## config.mk

```make
export PLATFORM = sky130hd
export DESIGN_NAME = muldiv_unit
export DESIGN_NICKNAME = d
export VERILOG_FILES = /design/src/rtl/muldiv_unit.sv
export SDC_FILE = /design/constraint.sdc
export NUM_CORES = 2
export LEC_CHECK = 0
export BUFFER_PORTS_ARGS = -buffer_cell sky130_fd_sc_hd__buf_2
export CORE_MARGIN = 4
export CORE_UTILIZATION = 39
export CTS_CLUSTER_SIZE = 12
export DETAILED_ROUTE_END_ITERATION = 7
export GPL_ROUTABILITY_DRIVEN = 1
export GPL_TIMING_DRIVEN = 0
export HOLD_SLACK_MARGIN = 0.03
export PLACE_DENSITY_LB_ADDON = 0.12
export SETUP_SLACK_MARGIN = 0.5
export SYNTH_ARGS = -nofsm -noshare
export SYNTH_HDL_FRONTEND = slang
export SYNTH_SLANG_ARGS = --single-unit
```

## constraint.sdc

```tcl
create_clock -name clk -period 30.4 [get_ports clk]
set_input_delay 3.04 -clock clk [delete_from_list [all_inputs] [get_ports clk]]
set_output_delay 3.04 -clock clk [all_outputs]
set_load 0.01 [all_outputs]
```

## src/rtl/muldiv_unit.sv

```systemverilog
// Iterative multiply / multiply-accumulate / divide engine for the EX stage.
// Latency: multiply MUL_LAT+1 cycles start-to-done, divide WIDTH+2 cycles.
// Backpressure: stall held from accepted start through FIX; starts outside IDLE are dropped.
module muldiv_unit #(
    parameter int WIDTH   = 32,
    parameter int MUL_LAT = 2
) (
    input  logic                 clk,
    input  logic                 rst,
    input  logic                 start,
    input  logic [2:0]           op,
    input  logic [WIDTH-1:0]     num1,
    input  logic [WIDTH-1:0]     num2,
    input  logic [2*WIDTH-1:0]   hilo_in,
    input  logic                 flush,
    output logic                 busy,
    output logic                 stall,
    output logic                 done,
    output logic [2*WIDTH-1:0]   result
);

    localparam logic [2:0] S_IDLE = 3'd0;
    localparam logic [2:0] S_MUL  = 3'd1;
    localparam logic [2:0] S_DIV  = 3'd2;
    localparam logic [2:0] S_FIX  = 3'd3;
    localparam logic [2:0] S_DONE = 3'd4;

    localparam int CMAX = (WIDTH > MUL_LAT) ? WIDTH : MUL_LAT;
    localparam int CW   = $clog2(CMAX + 1);

    logic [2:0]           state, state_nxt;
    logic [CW-1:0]        cnt;
    logic [2:0]           op_q;
    logic [WIDTH-1:0]     a_q;      // multiplicand, or dividend shifting out / quotient shifting in
    logic [WIDTH-1:0]     b_q;      // multiplier or divisor magnitude
    logic [WIDTH-1:0]     rem_q;
    logic [2*WIDTH-1:0]   hilo_q;
    logic                 q_neg, r_neg;

    logic                 accept, is_div, signed_op;
    logic [WIDTH-1:0]     a_mag, b_mag;
    logic [2*WIDTH-1:0]   ext_a, ext_b, prod, mul_res;
    logic [WIDTH:0]       trial;
    logic                 ge;
    logic [WIDTH-1:0]     rem_nxt;
    logic [WIDTH-1:0]     q_fix, r_fix;

    assign accept    = start & ~flush & (state == S_IDLE);
    assign is_div    = (op[2:1] == 2'b01);
    assign signed_op = ~op[0];
    assign a_mag     = (signed_op & num1[WIDTH-1]) ? -num1 : num1;
    assign b_mag     = (signed_op & num2[WIDTH-1]) ? -num2 : num2;

    assign stall  = (start & (state == S_IDLE) & ~flush) | busy;
    assign done   = (state == S_DONE);

    // Full 2*WIDTH product; truncation gives the modulo result for both signednesses.
    assign ext_a = op_q[0] ? {{WIDTH{1'b0}}, a_q} : {{WIDTH{a_q[WIDTH-1]}}, a_q};
    assign ext_b = op_q[0] ? {{WIDTH{1'b0}}, b_q} : {{WIDTH{b_q[WIDTH-1]}}, b_q};
    assign prod  = ext_a * ext_b;

    always_comb begin
        mul_res = prod;
        case (op_q[2:1])
            2'b10:   mul_res = hilo_q + prod;
            2'b11:   mul_res = hilo_q - prod;
            default: mul_res = prod;
        endcase
    end

    // Restoring step; a zero divisor always "fits", yielding all-ones quotient and remainder = dividend.
    assign trial   = {rem_q, a_q[WIDTH-1]};
    assign ge      = (trial >= {1'b0, b_q});
    assign rem_nxt = ge ? (trial[WIDTH-1:0] - b_q) : trial[WIDTH-1:0];

    assign q_fix = q_neg ? -a_q : a_q;
    assign r_fix = r_neg ? -rem_q : rem_q;

    always_comb begin
        state_nxt = state;
        case (state)
            S_IDLE: if (accept) state_nxt = is_div ? S_DIV : S_MUL;
            S_MUL:  if (cnt == '0) state_nxt = S_DONE;
            S_DIV:  if (cnt == '0) state_nxt = S_FIX;
            S_FIX:  state_nxt = S_DONE;
            S_DONE: state_nxt = S_IDLE;
            default: state_nxt = S_IDLE;
        endcase
        if (flush) state_nxt = S_IDLE;
    end

    always_ff @(posedge clk) begin
        if (rst) begin
            state  <= S_IDLE;
            busy   <= 1'b0;
            cnt    <= '0;
            op_q   <= '0;
            a_q    <= '0;
            b_q    <= '0;
            rem_q  <= '0;
            hilo_q <= '0;
            q_neg  <= 1'b0;
            r_neg  <= 1'b0;
            result <= '0;
        end else begin
            state <= state_nxt;
            busy  <= (state_nxt == S_MUL) || (state_nxt == S_DIV) || (state_nxt == S_FIX);
            case (state)
                S_IDLE: begin
                    if (accept) begin
                        op_q   <= op;
                        hilo_q <= hilo_in;
                        rem_q  <= '0;
                        if (is_div) begin
                            a_q   <= a_mag;
                            b_q   <= b_mag;
                            q_neg <= signed_op & (num1[WIDTH-1] ^ num2[WIDTH-1]);
                            r_neg <= signed_op & num1[WIDTH-1];
                            cnt   <= CW'(WIDTH - 1);
                        end else begin
                            a_q   <= num1;
                            b_q   <= num2;
                            q_neg <= 1'b0;
                            r_neg <= 1'b0;
                            cnt   <= CW'(MUL_LAT - 1);
                        end
                    end
                end
                S_MUL: begin
                    if (cnt != '0) cnt <= cnt - 1'b1;
                    else if (!flush) result <= mul_res;
                end
                S_DIV: begin
                    rem_q <= rem_nxt;
                    a_q   <= {a_q[WIDTH-2:0], ge};
                    if (cnt != '0) cnt <= cnt - 1'b1;
                end
                S_FIX: begin
                    if (!flush) result <= {r_fix, q_fix};
                end
                default: ;
            endcase
        end
    end

endmodule

```

# --- Word level (Yosys, flattened, before mapping) ---
# Index checks and enable logic that the tools add are counted.
word_totals:
  reg_bits: 239
classes:
  n_addsub: 8
  mul: 1
  magnitude_cmp: 1
  eq_ne: 15
  n_mux: 30
  bitwise_logic: 11
  n_reduce_logical: 13
ops:
  columns: ["cell", "n"]
  rows:
  - ["64-bit 2-to-1 mux", 5]
  - ["32-bit 2-to-1 mux", 9]
  - ["64-bit one-hot mux with 2 select lines", 2]
  - ["32-bit negation", 4]
  - ["32-bit one-hot mux with 2 select lines", 2]
  - ["64-bit adder", 1]
  - ["64-bit by 64-bit multiplier with 64-bit output", 1]
  - ["64-bit subtractor", 1]
  - ["33-bit by 32-bit greater-or-equal comparator with 1-bit output", 1]
  - ["32-bit subtractor", 1]
  - ["3-bit by 2-bit equality test with 1-bit output (second input constant)", 4]
  - ["3-bit 2-to-1 mux", 4]
  - ["6-bit 2-to-1 mux", 2]
  - ["3-bit one-hot mux with 4 select lines", 1]
  - ["6-bit one-hot mux with 2 select lines", 1]
  - ["2-bit inequality test (second input constant)", 4]
  - ["1-bit bitwise AND", 7]
  - ["3-bit by 1-bit equality test with 1-bit output (second input constant)", 2]
  - ["6-bit zero test", 1]
  - ["2-bit nonzero test", 3]
  - ["6-bit nonzero test", 1]
  - ["6-bit by 1-bit subtractor with 6-bit output (second input constant)", 1]
  - ["5-bit 2-to-1 mux", 1]
  - ["2-bit equality test (second input constant)", 2]
  - ["other kinds (14)", 18]

# --- Longest topological paths before layout ---
depth:
  depth_word: 9
  depth_mapped: 53
  mapped_depth_nobuf: 49

# --- Least setup slack after synthesis ---
# Ideal clock, no wire load.
synth_timing:
  path_type: "register to register"
  startpoint: "reg op_q[0]"
  endpoint: "reg result[63]"
  setup_ns: 0.101
  arrival_time_ns: 11.699
  required_time_ns: 30.299
  path_slack_ns: 18.600
  stages_incl_launch_ff: 47
  period_less_slack_ns: 11.800
  path_cell_list: "dfxtp_1 > clkbuf_1 > clkbuf_1 > nor3_1 > fa_1 > inv_1 > fa_1 > inv_1 > fa_1 > fa_1 > fa_1 > inv_1 > fa_1 > inv_1 > fa_1 > fa_1 > fa_1 > inv_1 > (+11 left out) > nand4_1 > o21ai_1 > xnor2_1 > ha_1 > clkbuf_1 > a21o_1 > a21o_1 > a21oi_1 > nand2_1 > a21oi_1 > a21oi_1 > o2111ai_1 > a21oi_1 > o41ai_1 > xnor2_1 > a21oi_1 > o221ai_1 > o41ai_1"
synth_between:
  elab_chain_cells: 7
  word_cells_on_any_way: 9
  cone_classes: "add/sub (2); mul (1); mux (6)"
synth_lines:
  columns: ["item", "line", "rtl"]
  rows:
  - ["start: declaration", "33", "logic [2:0] op_q;"]
  - ["start signal: assignment", "111", "op_q <= op;"]
  - ["64-bit 2-to-1 mux (on tied branches)", "58, 59", null]
  - ["64-bit by 64-bit multiplier with 64-bit output *", "60", "assign prod = ext_a * ext_b;"]
  - ["64-bit subtractor / 64-bit adder (equally long branches)", "66, 65", null]
  - ["64-bit one-hot mux with 2 select lines *", "64", "case (op_q[2:1])"]
  - ["64-bit 2-to-1 mux *", "131", "else if (!flush) result <= mul_res;"]
  - ["64-bit 2-to-1 mux *", "130", "if (cnt != '0) cnt <= cnt - 1'b1;"]
  - ["64-bit one-hot mux with 2 select lines *", "108", "case (state)"]
  - ["end signal: assignment", "131", null]
  - ["end signal: assignment", "139", "if (!flush) result <= {r_fix, q_fix};"]
  - ["end: declaration", "19", "output logic [2*WIDTH-1:0] result"]
# Mark *: on every way between the ends. The rest lies on a longest branch, timed or not. The select of a mux whose other input is x is not followed.
# A chain may end at the register's enable or synchronous reset.

# --- Final worst setup path ---
layout_timing:
  startpoint: "reg a_q[12]"
  endpoint: "reg result[59]"
layout_between:
  elab_chain_cells: 7
  word_cells_on_any_way: 8
  cone_classes: "add/sub (2); mul (1); mux (5)"
layout_lines:
  columns: ["item", "line", "rtl"]
  rows:
  - ["start: declaration", "34", "logic [WIDTH-1:0] a_q;"]
  - ["start signal: assignment", "115", "a_q <= a_mag;"]
  - ["start signal: assignment", "121", "a_q <= num1;"]
  - ["start signal: assignment", "135", "a_q <= {a_q[WIDTH-2:0], ge};"]
  - ["64-bit 2-to-1 mux *", "58", "assign ext_a = op_q[0] ? {{WIDTH{1'b0}}, a_q} : {{WIDTH{a_q[WIDTH-1]}}, a_q};"]
  - ["64-bit by 64-bit multiplier with 64-bit output *", "60", null]
  - ["64-bit subtractor / 64-bit adder (equally long branches)", "66, 65", null]
  - ["64-bit one-hot mux with 2 select lines *", "64", null]
  - ["64-bit 2-to-1 mux *", "131", null]
  - ["64-bit 2-to-1 mux *", "130", null]
  - ["64-bit one-hot mux with 2 select lines *", "108", null]
# Marked as above.

==> impl_metrics.csv <==
group,metric,value,unit
status,status,"finished with violations",
status,violations,"capacitance limit, slew limit",
setup_path,worstPathArrival,16.98,ns
setup_path,cp_max_fo,10,
placement,hpwl,258000,um
cells_and_area,layout.cells.most_common_list,"inv_1 (1,624), fa_1 (1,435), nand2_1 (967), and2_1 (492), ha_1 (402)",
placement,port_buffers,200,
cells_and_area,nNetsFinal,9908,
die,row_count,151,
synthesis,synth.distinct_cells,87,
grt,grt_pass1_wl,426000,um
grt,antenna_found_initial,39,
route,drt_iter0_markers,5056,
power,leakagePower,34.7,nW
synthesis,synth_area_leaders,"fa_1 (43%), inv_1 (9.2%), ha_1 (7.6%)",
placement,place_congestion,1.03,
min_path,hp-class,"flop to flop",
clock_network,clock_latency,0.60,ns
clock_network,numCtsBuffers,28,
die,fp.dieH,421,um
setup_path,startpoint_type,"flop",
cells_and_area,layout_commonest_cell,"inv_1",
timing,fin_skew,0.0162,ns
route,wl_per_cell,29.3,um
setup_path,crit_top_cell,"fa_1",
clock_network,root_buffer,"clkbuf_16",
synthesis,synthesis.area,0.0666,mm2
synthesis,synth_flop_cell,"dfxtp_1",
power,power_density,33.7,mW/mm2
synthesis,ys_seq_area_share,7.19,%
timing,final.setup.worst_slack,13.86,ns
timing,slew_headroom,-3.73,%
die,io_pins,202,
setup_path,path_class,"flop to flop",
synthesis,synth-async-reset-ratio,0,%
synthesis,netlist_instances,7699,
clock_network,post_cts_buffers,0,
synthesis,ys_warn_count,0,
synthesis,synth.top_cell.area_share,43.2,%
setup_path,crit_family,"adder cells",
route,antenna_left,0,
timing,fin_setup_tns,0,ns
synthesis,synth_edf_count,0,
grt,grt_overflow,0,
route,routed_wl,298000,um
setup_path,slowest_stage,"buf_1",
clock_network,clock_sinks,239,
route,post-route-drc-count,0,
clock_network,cts_tree,"done",
placement,place_ws,14.06,ns
placement,placed_cells,10100,
timing,finalSetupViolations,0,
grt,grt_pass1_vias,58500,
power,ir_drop,41.7,uV
die,core-area,0.169,mm2
setup_path,worst-path-buf-inv,7,
die,start_util,39.3,%
timing,tightest_slew,1.54,ns
cells_and_area,layout-drive-gt1-share,4.01,%
timing,finalHoldViolCount,0,
cells_and_area,fin_area,0.0715,mm2
setup_path,cp_data_required_time,30.84,ns
setup_path,cpPeakStageDelay,1.06,ns
route,vias,55800,
clock_network,cts_max_level,1,
timing,finalCritPeriodShare,54.4,%
setup_path,crit_path_end_kind,"flop",
synthesis,synth-seq-cells,239,
clock_network,cts_buffer_depth,3,
clock_network,ctsHoldBuffers,0,
flow_run,maxCapViolations,3,
grt,grt_max_degree,27,
timing,final_max_slew_viol_count,28,
clock_network,clkTransAtPathRegs,0.07,ns
synthesis,syn_area_per_cell,8.64,um2
placement,placed_cell_area,0.0705,mm2
cells_and_area,post-route-util,42.2,%
cells_and_area,syn2layout_area_growth,7.45,%
die,dieArea,0.177,mm2
grt,grtUsageTotal,33.4,%
timing,rsz0062_at_grt,"no",
route,drt-pass1-iter-count,6,
cells_and_area,fin_cells,10200,
synthesis,yosysTopAreaCell,"fa_1",
clock_network,cts_resized,0,
route,drt-vias-per-instance,5.48,
synthesis,synthesis.nets,9671,
timing,period_needed,16.54,ns
timing,fmax,60.5,MHz
die,die_width,421,um
synthesized netlist by cell type, drive strengths merged, types with 38 or more instances:
cell	instances
a21o	68
ha	402
dfxtp	239
nand2	968
buf	38
nor2	352
nor3	79
clkbuf	358
a21oi	365
xnor2	231
xor2	136
mux2i	42
inv	1625
nand3	42
and2	493
o21ai	203
fa	1435
a211oi	90
power breakdown:
part           internal [mW]  switching, mW  total [mW]  leakage (nW)
combinational          0.552           1.13        1.68          32.3
clock                  0.226          0.159       0.385         0.486
sequential             0.325         0.0156       0.340          1.94
total                   1.10           1.31        2.41          34.7
worst paths after layout:
| kind | start | endpoint | slack, ns | cells after the start |
|---|---|---|---|---|
| worst max-delay path | a_q[12]$_SDFFE_PP0P_ | result[59]$_SDFFE_PP0P_ | 13.86 | 44 |
| worst min-delay path | result[37]$_SDFFE_PP0P_ | result[37]$_SDFFE_PP0P_ | 0.45 | 2 |
| worst max register to register | a_q[12]$_SDFFE_PP0P_ | result[59]$_SDFFE_PP0P_ | 13.86 | 44 |
| worst min register to register | result[37]$_SDFFE_PP0P_ | result[37]$_SDFFE_PP0P_ | 0.45 | 2 |
per-layer routing:
layer / track usage [%] / part of all wire (%)
met5: 0 / 0.023
met1: 43.9 / 41
met4: 17.0 / 6.4
met2: 52.8 / 44
met3: 6.43 / 8.6
stage by stage:
step / total power, mW / hold WS, ns
after floorplan: 1.40 / 0.436
after global placement: 1.98 / 0.444
after detailed placement: 1.99 / 0.443
after CTS: 2.38 / 0.452
after global routing: 2.57 / 0.467
final: 2.41 / 0.450
state kept, by name (all words and copies together) (netlist names):
| signal | count |
|---|---|
| hilo_q | 64 |
| result | 64 |
| a_q | 32 |
| b_q | 32 |
| rem_q | 32 |
| cnt | 6 |
| op_q | 3 |
| state | 3 |
| busy | 1 |
| q_neg | 1 |
| r_neg | 1 |
worst register-to-register path: cells and delay by family, from the launching register on:
family,cells,cell delay [ns]
compound gates,16,5.18
mux,1,0.29
flops,1,0.32
xor+xnor,2,0.35
fa+ha+maj,12,5.38
simple gates,6,2.73
buf+inv,7,2.11
cell families (layout without fill, tap and decap cells):
family / after synthesis / in the layout / synth area share [%]
compound gates: 1038 / 1038 / 9.84
buf+inv: 2021 / 2275 / 11.4
simple gates: 2154 / 2154 / 15.4
xor+xnor: 367 / 367 / 4.83
fa+ha+maj: 1837 / 1837 / 50.7
other cells: 0 / 14 / 0
mux: 43 / 43 / 0.649
flops: 239 / 239 / 7.19
area by class of cell:
class / instances / area [um2]
plain buffers: 396 / 1510
fillers: 17500 / 98000
multi-input cells: 5439 / 54200
inverters: 1625 / 6100
well taps: 2218 / 2780
clock inverters: 12 / 194
clock buffers: 35 / 798
diodes: 14 / 35.0
flip-flops and latches: 239 / 4780
repair buffers: 207 / 1110
No activity file was read; power rests on OpenSTA's default activity.
